### src/rtl/fifo_read_ctrl_if.sv
// FIFO read port plus downstream stream, bundled for the read-side controller.
// Stream rule: a word moves when out_valid && out_ready at a rising edge; once out_valid is high,
// data_out/out_last stay stable until that transfer. rd_en pops one word; fifo_data follows a cycle later.
interface fifo_read_ctrl_if #(parameter int SIZE = 8);
  logic            e_flag;
  logic [SIZE-1:0] fifo_data;
  logic            rd_en;
  logic [SIZE-1:0] data_out;
  logic            out_valid;
  logic            out_ready;
  logic            out_last;

  modport master (
    input  e_flag, fifo_data, out_ready,
    output rd_en, data_out, out_valid, out_last
  );

  modport slave (
    output e_flag, fifo_data, out_ready,
    input  rd_en, data_out, out_valid, out_last
  );
endinterface

### src/rtl/fifo_read_ctrl.sv
// Read-domain FIFO consumer: credit-based pops into a 2-entry skid buffer, emitted as
// fixed-length bursts on a valid/ready stream with a last marker.
module fifo_read_ctrl #(
  parameter int SIZE  = 8,
  parameter int BURST = 4,
  parameter int CNT_W = 16
) (
  input  logic             r_clk,
  input  logic             rst,
  input  logic             enable,
  fifo_read_ctrl_if.master bus,
  output logic [CNT_W-1:0] word_cnt,
  output logic             busy,
  output logic [1:0]       state_dbg
);
  localparam int BW = $clog2(BURST + 1);
  localparam logic [BW-1:0] BURST_V   = BW'(BURST);
  localparam logic [BW-1:0] LAST_BEAT = BW'(BURST - 1);

  typedef enum logic [1:0] {IDLE = 2'd0, RUN = 2'd1, STOP = 2'd2} state_t;

  state_t          state, state_nx;
  logic [SIZE-1:0] buf0, buf1;
  logic [1:0]      occ;
  logic            inflight;
  logic [BW-1:0]   issued, beat;
  logic            xfer, last_xfer, credit_ok, pop;
  logic [2:0]      pending;

  // A transfer in this cycle frees a slot, so it counts as credit for a same-cycle pop.
  assign xfer      = (occ != 2'd0) && bus.out_ready;
  assign last_xfer = xfer && (beat == LAST_BEAT);
  assign pending   = {1'b0, occ} + {2'b0, inflight} - {2'b0, xfer};
  assign credit_ok = pending < 3'd2;
  assign pop = !rst && !bus.e_flag && credit_ok && (issued < BURST_V) &&
               ((state == RUN) || ((state == STOP) && (issued != '0)));

  always_ff @(posedge r_clk) begin
    if (rst) state <= IDLE;
    else     state <= state_nx;
  end

  always_comb begin
    state_nx = state;
    case (state)
      IDLE: if (enable) state_nx = RUN;
      RUN:  if (!enable) state_nx = STOP;
      STOP: begin
        if (enable)
          state_nx = RUN;
        else if (last_xfer || ((beat == '0) && (issued == '0) && (occ == 2'd0)))
          state_nx = IDLE;
      end
      default: state_nx = IDLE;
    endcase
  end

  always_comb begin
    bus.rd_en     = pop;
    bus.out_valid = (occ != 2'd0);
    bus.out_last  = (occ != 2'd0) && (beat == LAST_BEAT);
    bus.data_out  = buf0;
    busy          = (state != IDLE);
    state_dbg     = state;
  end

  always_ff @(posedge r_clk) begin
    if (rst) begin
      buf0     <= '0;
      buf1     <= '0;
      occ      <= 2'd0;
      inflight <= 1'b0;
      issued   <= '0;
      beat     <= '0;
      word_cnt <= '0;
    end else begin
      inflight <= pop;
      if (last_xfer)  issued <= '0;
      else if (pop)   issued <= issued + 1'b1;
      if (xfer) begin
        beat     <= last_xfer ? '0 : beat + 1'b1;
        word_cnt <= word_cnt + 1'b1;
      end
      // Head is always buf0; capture lands behind whatever survives this cycle.
      case ({inflight, xfer})
        2'b10: begin
          if (occ == 2'd0) buf0 <= bus.fifo_data;
          else             buf1 <= bus.fifo_data;
          occ <= occ + 2'd1;
        end
        2'b01: begin
          buf0 <= buf1;
          occ  <= occ - 2'd1;
        end
        2'b11: begin
          if (occ == 2'd1) buf0 <= bus.fifo_data;
          else begin
            buf0 <= buf1;
            buf1 <= bus.fifo_data;
          end
        end
        default: ;
      endcase
    end
  end
endmodule
### src/flat_wrapper.sv
// flat-port wrapper written by rule: the top's interface ports become plain ports
module fifo_read_ctrl_flat 
#(
  parameter int SIZE  = 8,
  parameter int BURST = 4,
  parameter int CNT_W = 16
)
  (r_clk, rst, enable, word_cnt, busy, state_dbg, bus_e_flag, bus_fifo_data, bus_out_ready, bus_rd_en, bus_data_out, bus_out_valid, bus_out_last);
  fifo_read_ctrl_if #(.SIZE(SIZE)) bus_i ();
  input  logic r_clk;
  input  logic rst;
  input  logic enable;
  output logic [CNT_W-1:0] word_cnt;
  output logic busy;
  output logic [1:0] state_dbg;
  input wire logic [$bits(bus_i.e_flag)-1:0] bus_e_flag;
  input wire logic [$bits(bus_i.fifo_data)-1:0] bus_fifo_data;
  input wire logic [$bits(bus_i.out_ready)-1:0] bus_out_ready;
  output wire logic [$bits(bus_i.rd_en)-1:0] bus_rd_en;
  output wire logic [$bits(bus_i.data_out)-1:0] bus_data_out;
  output wire logic [$bits(bus_i.out_valid)-1:0] bus_out_valid;
  output wire logic [$bits(bus_i.out_last)-1:0] bus_out_last;
  assign bus_i.e_flag = bus_e_flag;
  assign bus_i.fifo_data = bus_fifo_data;
  assign bus_i.out_ready = bus_out_ready;
  assign bus_rd_en = bus_i.rd_en;
  assign bus_data_out = bus_i.data_out;
  assign bus_out_valid = bus_i.out_valid;
  assign bus_out_last = bus_i.out_last;
  fifo_read_ctrl #(.SIZE(SIZE), .BURST(BURST), .CNT_W(CNT_W)) u_core (.r_clk(r_clk), .rst(rst), .enable(enable), .bus(bus_i), .word_cnt(word_cnt), .busy(busy), .state_dbg(state_dbg));
endmodule
### config.mk
export PLATFORM = sky130hd
export DESIGN_NAME = fifo_read_ctrl_flat
export DESIGN_NICKNAME = d
export VERILOG_FILES = /design/src/rtl/fifo_read_ctrl_if.sv /design/src/rtl/fifo_read_ctrl.sv /design/src/flat_wrapper.sv
export SDC_FILE = /design/constraint.sdc
export NUM_CORES = 1
export LEC_CHECK = 0
export BUFFER_PORTS_ARGS = -buffer_cell sky130_fd_sc_hd__buf_2
export CELL_PAD_IN_SITES_DETAIL_PLACEMENT = 1
export CELL_PAD_IN_SITES_GLOBAL_PLACEMENT = 1
export CORE_ASPECT_RATIO = 0.7
export CORE_MARGIN = 2
export CORE_UTILIZATION = 42
export CTS_BUF_LIST = sky130_fd_sc_hd__clkbuf_4
export CTS_CLUSTER_SIZE = 8
export DETAILED_ROUTE_END_ITERATION = 8
export GPL_ROUTABILITY_DRIVEN = 0
export GPL_TIMING_DRIVEN = 0
export PLACE_DENSITY_LB_ADDON = 0.1
export SLEW_MARGIN = 30
export SYNTH_ARGS = -nofsm -noshare
export SYNTH_HDL_FRONTEND = slang
export SYNTH_SLANG_ARGS = --single-unit
### constraint.sdc
create_clock -name r_clk -period 3.5 [get_ports r_clk]
set_input_delay 0.7 -clock r_clk [delete_from_list [all_inputs] [get_ports r_clk]]
set_output_delay 0.7 -clock r_clk [all_outputs]
set_load 0.005 [all_outputs]
Word-level counts from Yosys, hierarchy flattened
Cells that the tools add are included.
{ "word_totals": {"register_bits": 43, "in_bits": 13, "out_inout_bits": 30, "elab_cells": 71} }
{ "classes": {"addsub": 7, "magnitude_cmp": 2, "n_eq_ne": 13, "mux": 13, "reduce_logical": 28} }
{ "ops": {"columns": ["op", "count"], "rows": [
  ["2-to-1 mux 8 bit", 4],
  ["one-hot mux 8 bit (3 select lines)", 1],
  ["adder 16 x 1 -> 16 bit (second input constant)", 1],
  ["one-hot mux 8 bit (2 select lines)", 1],
  ["logical AND 1 bit", 10],
  ["2-to-1 mux 2 bit", 4],
  ["inequality test 2 bit (second input constant)", 4],
  ["nonzero test 2 bit", 4],
  ["adder 3 x 1 -> 3 bit (second input constant)", 2],
  ["== test 2 x 1 -> 1 bit (second input constant)", 3],
  ["== test 2 bit (second input constant)", 3],
  ["logical NOT 3 bit", 2],
  ["one-hot mux 2 bit (3 select lines)", 1],
  ["AND reduction 3 bit", 2],
  ["nonzero test 3 bit", 2],
  ["logical NOT 2 bit", 2],
  ["one-hot mux 2 bit (2 select lines)", 1],
  ["adder 2 x 1 -> 3 bit", 1],
  ["== test 3 x 2 -> 1 bit (second input constant)", 1],
  ["less-than comparator 3 x 2 -> 1 bit (second input constant)", 1],
  ["less-than comparator 3 bit (second input constant)", 1],
  ["2-to-1 mux 3 bit", 1],
  ["inequality test 3 bit (second input constant)", 1],
  ["subtractor 3 x 1 -> 3 bit", 1],
  ["other kinds (7)", 9]
]} }

Logic depth before layout (Yosys ltp)
Gate-level depths: netlist of the first run.
{ "logic_depth": {"ltp_word": 7, "ltp_mapped": 13, "ltp_nobuf": 11} }

Worst setup path before layout of the first run
Ideal clock, no wire load.
{ "synth_timing": {"kind": "register -> output", "from": "register u_core.occ[1]", "to": "output bus_rd_en", "arrival_ps": 2460, "required_time_ps": 2800, "path_slack_ps": 340, "path_stages_with_launch": 13, "path_buffers": 2, "path_cell_list": "dfxtp_1 inv_1 ha_1 buf_6 nand2b_1 inv_1 buf_2 nor2_1 o21ai_0 fa_1 nand2b_1 or4_1 nor2_1"} }
{ "synth_via": {"elab_chain_cells": 7, "elab_cells_between_ends": 8, "classes_between": "2 x add/sub; 1 x order compare; 5 x reduce/logical"} }
{ "synth_rtl": {"columns": ["item", "line", "rtl"], "rows": [
  ["start, declared", "fifo_read_ctrl.sv:24", "logic [1:0] occ;"],
  ["start signal, assigned", "fifo_read_ctrl.sv:89", "occ <= occ + 2'd1;"],
  ["start signal, assigned", "fifo_read_ctrl.sv:93", "occ <= occ - 2'd1;"],
  ["nonzero test 2 bit", "fifo_read_ctrl.sv:31", "assign xfer = (occ != 2'd0) && bus.out_ready;"],
  ["logical AND 1 bit", "fifo_read_ctrl.sv:31", null],
  ["net u_core.xfer", "fifo_read_ctrl.sv:27", "logic xfer, last_xfer, credit_ok, pop;"],
  ["subtractor 3 x 1 -> 3 bit", "fifo_read_ctrl.sv:33", "assign pending = {1'b0, occ} + {2'b0, inflight} - {2'b0, xfer};"],
  ["less-than comparator 3 x 2 -> 1 bit", "fifo_read_ctrl.sv:34", "assign credit_ok = pending < 3'd2;"],
  ["logical AND 1 bit (3 in a row)", "fifo_read_ctrl.sv:35", "assign pop = !rst && !bus.e_flag && credit_ok && (issued < BURST_V) &&"],
  ["end, declared", "flat_wrapper.sv:19", "output wire logic [$bits(bus_i.rd_en)-1:0] bus_rd_en;"]
]} }
The timed path passes the listed nets, and every way through them passes these cells.

Worst setup path after layout of the first run
{ "layout_timing": {"from": "register u_core.occ[1]", "to": "output bus_rd_en"} }
{ "layout_via": {"elab_chain_cells": 7, "elab_cells_between_ends": 8, "classes_between": "2 x add/sub; 1 x order compare; 5 x reduce/logical"} }
{ "layout_rtl": {"columns": ["item", "line"], "rows": [
  ["parallel branches: the longest is 2 deep, another holds adder 2 x 1 -> 3 bit", null],
  ["subtractor 3 x 1 -> 3 bit *", "fifo_read_ctrl.sv:33"],
  ["less-than comparator 3 x 2 -> 1 bit *", "fifo_read_ctrl.sv:34"],
  ["logical AND 1 bit * (3 in a row)", "fifo_read_ctrl.sv:35"]
]} }
Mark *: on every way between the ends.

==> results of run 1 <==
[sequential cells by signal, summed over array words and instances, names as in the netlist]
register,flops
u_core.occ,2
u_core.buf1,8
u_core.beat,3
u_core.word_cnt,16
u_core.state_dbg,2
u_core.issued,3
u_core.inflight,1
u_core.bus.data_out,8
[worst max-delay path, delay by kind of cell, from the launching register on]
family                   cells  cell delay, ps
AO/OA/AOI/OAI                1              80
flip-flops                   1             360
buffers and inverters        3             280
AND/OR/NAND/NOR              5            1010
adder cells (fa/ha/maj)      2             670
[power breakdown]
part | total, mW | internal (mW) | switching [mW]
clock network | 0.256 | 0.0940 | 0.162
registers | 0.601 | 0.556 | 0.0452
logic | 0.591 | 0.267 | 0.324
total | 1.45 | 0.917 | 0.531
[metrics by stage]
stage,TNS [ps],area [µm²]
6_report,0,2456
5_1_grt,-134.5,2456
4_1_cts,-14.69,2404
3_5_place_dp,-90.20,2286
3_3_place_gp,-62.80,2286
2_1_floorplan,0,2007
[synthesized netlist by cell type, drive strengths merged]
| master | count |
|---|---|
| a31oi | 2 |
| and3 | 1 |
| nand3b | 3 |
| xnor2 | 1 |
| buf | 5 |
| fa | 1 |
| nor3 | 9 |
| inv | 11 |
| nor3b | 1 |
| or3 | 3 |
| xor2 | 12 |
| and2 | 1 |
| a211oi | 2 |
| and4b | 2 |
| nand4 | 4 |
| or2 | 1 |
| or4 | 4 |
| o21ai | 6 |
| and4 | 2 |
| clkbuf | 3 |
| o31ai | 3 |
| nor2b | 2 |
| nor4 | 1 |
| nand2b | 5 |
| nor2 | 35 |
| a31o | 1 |
| nand3 | 6 |
| a221oi | 8 |
| dfxtp | 43 |
| a21bo | 1 |
| ha | 9 |
| a21o | 1 |
| mux2i | 9 |
| nand2 | 12 |
| a21oi | 14 |
[final timing paths]
| kind | from | end | slack, ps |
|---|---|---|---|
| setup / recovery | u_core.occ[1] | bus_rd_en | 10 |
| setup reg to reg | u_core.occ[1] | u_core.issued[0] | 810 |
| hold / removal | u_core.beat[0] | u_core.beat[0] | 490 |
| hold reg to reg | u_core.beat[0] | u_core.beat[0] | 490 |
[repair_timing]
item | in CTS | in global routing
resized for setup | 9 | 10
setup endpoints to repair | 1 | 1
buffers inserted | 5 | 5
pin swaps | 1 | 6
[layout by cell type (no fill, tap or decap), drive strengths merged, types with 2 or more instances in the layout]
cell type,synthesis,final
a31oi,2,2
nand2,12,12
or3,3,3
ha,9,9
buf,5,55
nand4,4,4
and4,2,2
nand2b,5,5
xor2,12,12
a211oi,2,2
mux2i,9,9
nor2b,2,2
or4,4,4
and4b,2,2
nor2,35,35
a21oi,14,14
inv,11,10
nand3b,3,3
nand3,6,6
a221oi,8,8
o21ai,6,6
o31ai,3,3
clkbuf,3,10
dfxtp,43,43
nor3,9,9
[kinds of logic (layout without fill, tap and decap cells)]
| group | count (synthesis) | in the layout |
|---|---|---|
| compound gates | 38 | 38 |
| xor+xnor | 13 | 13 |
| fa+ha+maj | 10 | 10 |
| buf+inv | 19 | 77 |
| flops | 43 | 43 |
| mux | 9 | 9 |
| simple gates | 92 | 92 |
[area by class of cell]
cell class	instances	area (µm²)	area share [%]
timing repair buffer	52	285.3	11.61
buffer	6	27.53	1.121
clock buffer	7	52.55	2.140
clock inverter	1	5.005	0.2038
inverter	11	50.05	2.038
sequential	43	865.8	35.25
tap	55	68.82	2.802
multi-input combinational	162	1101	44.83
[metal layers]
metal	GRT usage [%]	wire length, µm	vias up
met1	26.90	2570	865
met3	4.359	235	6
met2	31.98	2231	39
li1	-	-	904
met5	0	0	-
met4	6.473	73	0
==> results.toml, run 1 <==
[power]
power_mw = 1.448
vdd_ir_drop_max_mv = 0.3465
leakagePower_nw = 1.080
p_per_area_nw_per_um2 = 589.5

[synthesis]
synthCells = 224
synth-simple-area-share_pct = 23.63
synth_area_leaders = "dfxtp_1 (43%), nor2_1 (6.5%), ha_1 (5.6%), xor2_1 (5.2%), mux2i_1 (4.5%)"
synth_top_family_by_area = "simple AND/OR/NAND/NOR gates"
synth.area.mux_share_pct = 4.489
synth-compound-area-share_pct = 12.47
syn_area_um2 = 2007
yosysUniqueCellTypes = 43
synth_adder_area_share_pct = 6.608
syn_nets = 247
synth.ff_latch_count = 43
synth_xor_area_share_pct = 5.673
yosysTopAreaCellShare_pct = 42.89
synth_warnings = 0
ys_seq_area_share_pct = 42.89
syn_area_per_cell_um2 = 8.959
yosysTopAreaCell = "dfxtp_1"

[sta]
finalSetupViolations = 0
rsz0062_at_grt = "yes"
period_minus_slack_ps = 3489
maxSlewViolCount = 0
fmax_mhz = 286.6
slew_headroom_pct = 51.43
whs_ps = 488.4
tightest_slew_ps = 708.2
finClkSkew_ps = 12.01
finalHoldViolations = 0
worst_slack_ps = 11.31
period_share_pct = 99.68

[setup_path]
slowest_delay_ps = 540
start_kind = "flop"
crit_arrival_ps = 2790
worstPathRequired_ps = 2800
crit_chain = "inv_4 > ha_4 > nand2b_4 > clkinvlp_4 > nor2_2 > o21ai_2 > fa_1 > nand2b_1 > or4_4 > nor2_2 > buf_2"
end_kind = "output pin"
r2r_cells = 12
cpMostUsedCell = "nor2_2"
path_class = "flop to output pin"
crit_path_top_delay_cell = "fa_1"
critPathMaxFanout = 4

[routing]
drt_iter0_drc = 60
via_count = 1814
drc = 0
wl_per_cell_um = 15.16
dr.pass1.iters = 5
via_per_inst = 5.383
wl_um = 5110
ant_nets = 0

[finish]
fillCellCount = 551
post-route-util_pct = 55.14
final_cells = 337
drive_gt1_share_pct = 29.08
n_antenna_cell = 0
nNetsFinal = 304
area_growth_syn_to_layout_pct = 22.38

[run_status]
status = "complete, no violations"

[grt]
grt_max_degree = 13
antenna_found_initial = 0
grt_pass1_wl_um = 8155
grt_overflow = 0
grt_pass1_vias = 1723
track_usage_pct = 19.81

[floorplanning]
die_x_um = 86.62
die_y_um = 61.84
initial_utilization_pct = 45.06
core_um2 = 4454
placementRows = 20
ios = 43
dieArea_um2 = 5356

[placed_design]
placed_cells = 321
place.port_buffers = 42
post-place-ws_ps = -90.20
dp_hpwl_um = 3609

[min_path]
hp-class = "flop to flop"
holdPathStages = 2

[clocking]
clk_pin_slew_worst_paths_ps = 130
cts_tree = "yes"
clk-insertion-delay-late_ps = 370
cts_buffers = 5
cts_root_buffer = "clkbuf_4"
cts_buffer_depth = 2
cts_max_level = 2
cts.sinks = 43
hold_buffers = 0

[run]
max_cap_violations = 0
Note: power is estimated with default switching activity, not from simulation.
==> run 2: changes to the inputs <==
Settings changed: BUFFER_PORTS_ARGS -buffer_cell sky130_fd_sc_hd__buf_2 to -buffer_cell sky130_fd_sc_hd__clkbuf_2, CTS_CLUSTER_DIAMETER set to 60.
Clock period 3.5 ns to 3.6 ns, I/O delays scaled along.
==> results.toml, run 2 (synthesis results as in run 1) <==
[run_status]
status = "complete, no violations"

[grt]
grt_max_degree = 14
antenna_found_initial = 0
track_usage_pct = 19.86
grt_pass1_vias = 1684
grt_pass1_wl_um = 8224
grt_overflow = 0

[finish]
regMostFlops = "u_core.word_cnt"
n_antenna_cell = 0
fillCellCount = 542
area_growth_syn_to_layout_pct = 23.63
final_cell_mix = "clkbuf_2 (41), dfxtp_1 (41), nor2_1 (33)"
largest_register_ffs = 16
nNetsFinal = 305
final_area_um2 = 2481
post-route-util_pct = 55.70
drive_gt1_share_pct = 28.62

[routing]
wl_um = 5161
via_count = 1801
wl_per_cell_um = 15.27
drt_iter0_drc = 65
ant_nets = 0
drc = 0
dr.pass1.iters = 4
via_per_inst = 5.328

[sta]
finClkSkew_ps = 7.174
tightest_slew_ps = 641.0
worst_slack_ps = 71.59
fmax_mhz = 283.4
finalSetupViolations = 0
finalHoldViolations = 0
period_share_pct = 98.01
rsz0062_at_grt = "yes"
period_minus_slack_ps = 3528
slew_headroom_pct = 56.05
maxSlewViolCount = 0

[setup_path]
critPathMaxFanout = 6
r2r_cells = 12
end_kind = "output pin"
start_kind = "flop"
worstPathRequired_ps = 2880
crit_arrival_ps = 2810
path_class = "flop to output pin"

[clocking]
cts_max_level = 2
cts_buffer_depth = 2
cts_root_buffer = "clkbuf_4"
clk_pin_slew_worst_paths_ps = 120
clk-insertion-delay-late_ps = 350
cts.sinks = 43
cts_buffers = 5
cts_tree = "yes"

[floorplanning]
die_y_um = 61.84
dieArea_um2 = 5356
die_x_um = 86.62
initial_utilization_pct = 45.06
core_um2 = 4454
ios = 43
placementRows = 20

[min_path]
holdPathStages = 2
hp-class = "flop to flop"

[placed_design]
dp_hpwl_um = 3594
placed_cell_area_um2 = 2286
post-place-ws_ps = -35.13
place.port_buffers = 42

[power]
vdd_ir_drop_max_mv = 0.3348
power_mw = 1.474
p_per_area_nw_per_um2 = 593.9
leakagePower_nw = 1.069

[run]
max_cap_violations = 0
## run 2: cell count changes in the layout (fill, tap and decap cells not counted), sizes merged
cell    delta
clkinv     +1
clkbuf    +39
bufinv     +1
buf       -40
## run 2: cell type report
class                   count  area (µm²)  area share, %
well taps                  55       68.82          2.774
repair buffers             52       285.3          11.50
multi-input cells         162        1099          44.28
clock inverters             3       38.79          1.563
plain buffers               7       38.79          1.563
clock buffers               5       37.54          1.513
inverters                  11       50.05          2.017
flip-flops and latches     43       863.3          34.80
## run 2: critical path, cell delays in order, from the launching register on
cell	delay, ps
dfxtp_2	380
inv_4	50
ha_4	150
buf_6	120
nand2b_4	160
nor2_2	170
o21ai_2	100
fa_1	540
nand2b_1	70
or4_4	530
nor2_1	90
buf_2	110
## run 2: path summary, 6_finish.rpt
path,from,to,slack (ps)
worst max-delay path,u_core.occ[0],bus_rd_en,70
worst min-delay path,u_core.beat[0],u_core.beat[0],490
worst max register to register,u_core.occ[0],u_core.issued[1],850
worst min register to register,u_core.beat[0],u_core.beat[0],490
## run 2: report_power, final
part	internal [mW]	switching, mW	leakage, nW
clock network	0.143	0.158	0.0426
logic	0.271	0.315	0.677
registers	0.539	0.0473	0.349
total	0.953	0.521	1.07
## run 2: layer usage
| metal | global-route usage [%] | vias to the layer above | share of wire (%) |
|---|---|---|---|
| met1 | 28.36 | 858 | 51 |
| met3 | 4.624 | 9 | 3.7 |
| met5 | 0 | - | 0 |
| li1 | - | 904 | - |
| met2 | 30.66 | 30 | 44 |
| met4 | 5.134 | 0 | 1.4 |
## run 2: metrics by stage
step / instances / hold slack [ps] / setup TNS, ps
2_1_floorplan: 224 / 441.3 / 0
3_3_place_gp: 321 / 466.9 / -23.11
3_5_place_dp: 321 / 479.5 / -35.13
4_1_cts: 332 / 499.2 / 0
5_1_grt: 338 / 527.0 / -56.45
6_report: 338 / 493.8 / 0
## run 2: timing repair
| item | in CTS | in global routing |
|---|---|---|
| resized for setup | 9 | 9 |
| endpoints found under the setup margin | 1 | 1 |
| pin swaps | 0 | 4 |
| cloned | 0 | 0 |
| hold buffers | 0 | 0 |
| buffers inserted | 4 | 6 |
==> run 3: changes to the inputs <==
Settings changed: HOLD_SLACK_MARGIN set to 0.12, PLACE_DENSITY set to 0.93, PLACE_DENSITY_LB_ADDON 0.1 to not set.
==> results.toml, run 3 (synthesis results as in run 1) <==
[run_status]
status = "complete, no violations"

[power]
leakagePower_nw = 1.051
vdd_ir_drop_max_mv = 0.3083
pwr-share-comb_pct = 41.7
p_per_area_nw_per_um2 = 575.0
switchingPower_mw = 0.5318
power_frac_clock_pct = 16.5
p_seq_share_pct = 41.8
power_mw = 1.404
p_sw_share_pct = 37.87
internal-power_mw = 0.8724

[sta]
period_minus_slack_ps = 3544
worst_slack_ps = 56.45
period_share_pct = 98.43
setup_tns_ps = 0
finalHoldViolations = 0
tightest_slew_ps = 730.6
finClkSkew_ps = 10.67
finalSetupViolations = 0
fmax_mhz = 282.2
rsz0062_at_grt = "yes"
maxSlewViolCount = 0
whs_ps = 496.6
slew_headroom_pct = 49.90

[setup_path]
crit_chain = "inv_4 > ha_4 > nand2b_4 > clkinvlp_4 > nor2_2 > o21ai_2 > fa_1 > nand2b_1 > or4_4 > nor2_1 > buf_2"
slowest_delay_ps = 550
end_kind = "output pin"
path_buf_inv = 3
crit_path_top_delay_cell = "fa_1"
crit_arrival_ps = 2820
r2r-end = "u_core.issued[0]"
r2r-start = "u_core.occ[0]"
worstPathRequired_ps = 2880
path_class = "flop to output pin"
start_kind = "flop"
cp_top_family = "simple AND/OR/NAND/NOR gates"
reg2reg_slack_ps = 930
r2r_cells = 12
critPathMaxFanout = 4

[floorplanning]
placementRows = 20
initial_utilization_pct = 45.06
die_y_um = 61.84
dieArea_um2 = 5356
die_x_um = 86.62
ios = 43
core_um2 = 4454

[placed_design]
dp_hpwl_um = 3808
placed_cell_area_um2 = 2286
place.port_buffers = 42
post-place-ws_ps = -35.90

[routing]
via_per_inst = 5.524
via_count = 1856
ant_nets = 0
wl_per_cell_um = 15.85
drt_iter0_drc = 84
dr.pass1.iters = 4
wl_um = 5326
drc = 0

[grt]
grt_pass1_vias = 1824
grt_pass1_wl_um = 8493
antenna_found_initial = 0
grt_overflow = 0
grt_max_degree = 13
track_usage_pct = 20.87

[min_path]
min-delay-start = "u_core.word_cnt[15]"
holdPathStages = 2
hp-class = "flop to flop"
hold_end = "u_core.word_cnt[15]"

[finish]
nNetsFinal = 304
final_area_um2 = 2442
area_growth_syn_to_layout_pct = 21.70
final_cell_mix = "clkbuf_2 (41), dfxtp_1 (41), nor2_1 (33)"
drive_gt1_share_pct = 28.11
multi_input_area_um2 = 1099
regArea_um2 = 865.8
largest_register_ffs = 16
fillCellCount = 547
regMostFlops = "u_core.word_cnt"
n_antenna_cell = 0

[clocking]
hold_buffers = 0
clk_pin_slew_worst_paths_ps = 130
cts_buffers = 5
cts_max_level = 2
cts_tree = "yes"
cts_buffer_depth = 2
cts.sinks = 43
clk-insertion-delay-late_ps = 380
cts_root_buffer = "clkbuf_4"

[run]
max_cap_violations = 0
==> run 3: worst max-delay path by stage <==
| stage | to | slack (ps) | depth (start not counted) | start |
|---|---|---|---|---|
| after floorplan | bus_rd_en | 420 | 12 | u_core.occ[1] |
| after global placement | bus_rd_en | 50 | 11 | bus_out_ready |
| after detailed placement | bus_rd_en | -40 | 11 | bus_out_ready |
| after CTS | bus_rd_en | 60 | 12 | u_core.occ[0] |
| after global routing | bus_rd_en | -100 | 11 | u_core.occ[1] |
| final | bus_rd_en | 60 | 11 | u_core.occ[0] |
==> run 3: stage by stage <==
stage / util (%) / instances
after floorplan: - / 224
after global placement: 51.32 / 321
after detailed placement: 51.32 / 321
after CTS: 53.93 / 333
after global routing: 54.83 / 336
final: 54.83 / 336
==> run 3: routing by layer <==
metal	vias to the layer above	track usage [%]	part of all wire, %
met5	-	0	0
met4	0	6.027	1.5
met3	6	5.945	4.4
met2	46	34.84	48
met1	898	27.01	46
li1	906	-	-
==> run 3: worst register-to-register path: cells and delay by family, from the launching register on <==
kind	cells	cell delay [ps]
buf+inv	3	320
simple gates	5	1000
compound gates	2	250
flops	1	370
fa+ha+maj	2	680
==> run 3: area by class of cell <==
class | count | area share [%]
inverter | 11 | 2.049
multi-input combinational | 162 | 44.98
tap | 55 | 2.818
clock buffer | 5 | 1.537
timing repair buffer | 52 | 11.68
clock inverter | 2 | 0.3586
sequential | 43 | 35.45
buffer | 6 | 1.127
==> run 3: what timing repair did <==
action                     4_1_cts  5_1_grt
pin swaps                        0        6
gates resized for setup         11        8
setup endpoints to repair        1        1
cloned                           0        0
buffers inserted                 6        4
==> run 3: power by group through the flow <==
stage / Clock [mW] / Sequential (mW) / Combinational [mW]
4_1_cts: 0.235 / 0.582 / 0.540
2_1_floorplan: 0 / 0.589 / 0.311
5_1_grt: 0.259 / 0.594 / 0.646
3_5_place_dp: 0 / 0.596 / 0.461
3_3_place_gp: 0 / 0.591 / 0.435
6_report: 0.232 / 0.587 / 0.586
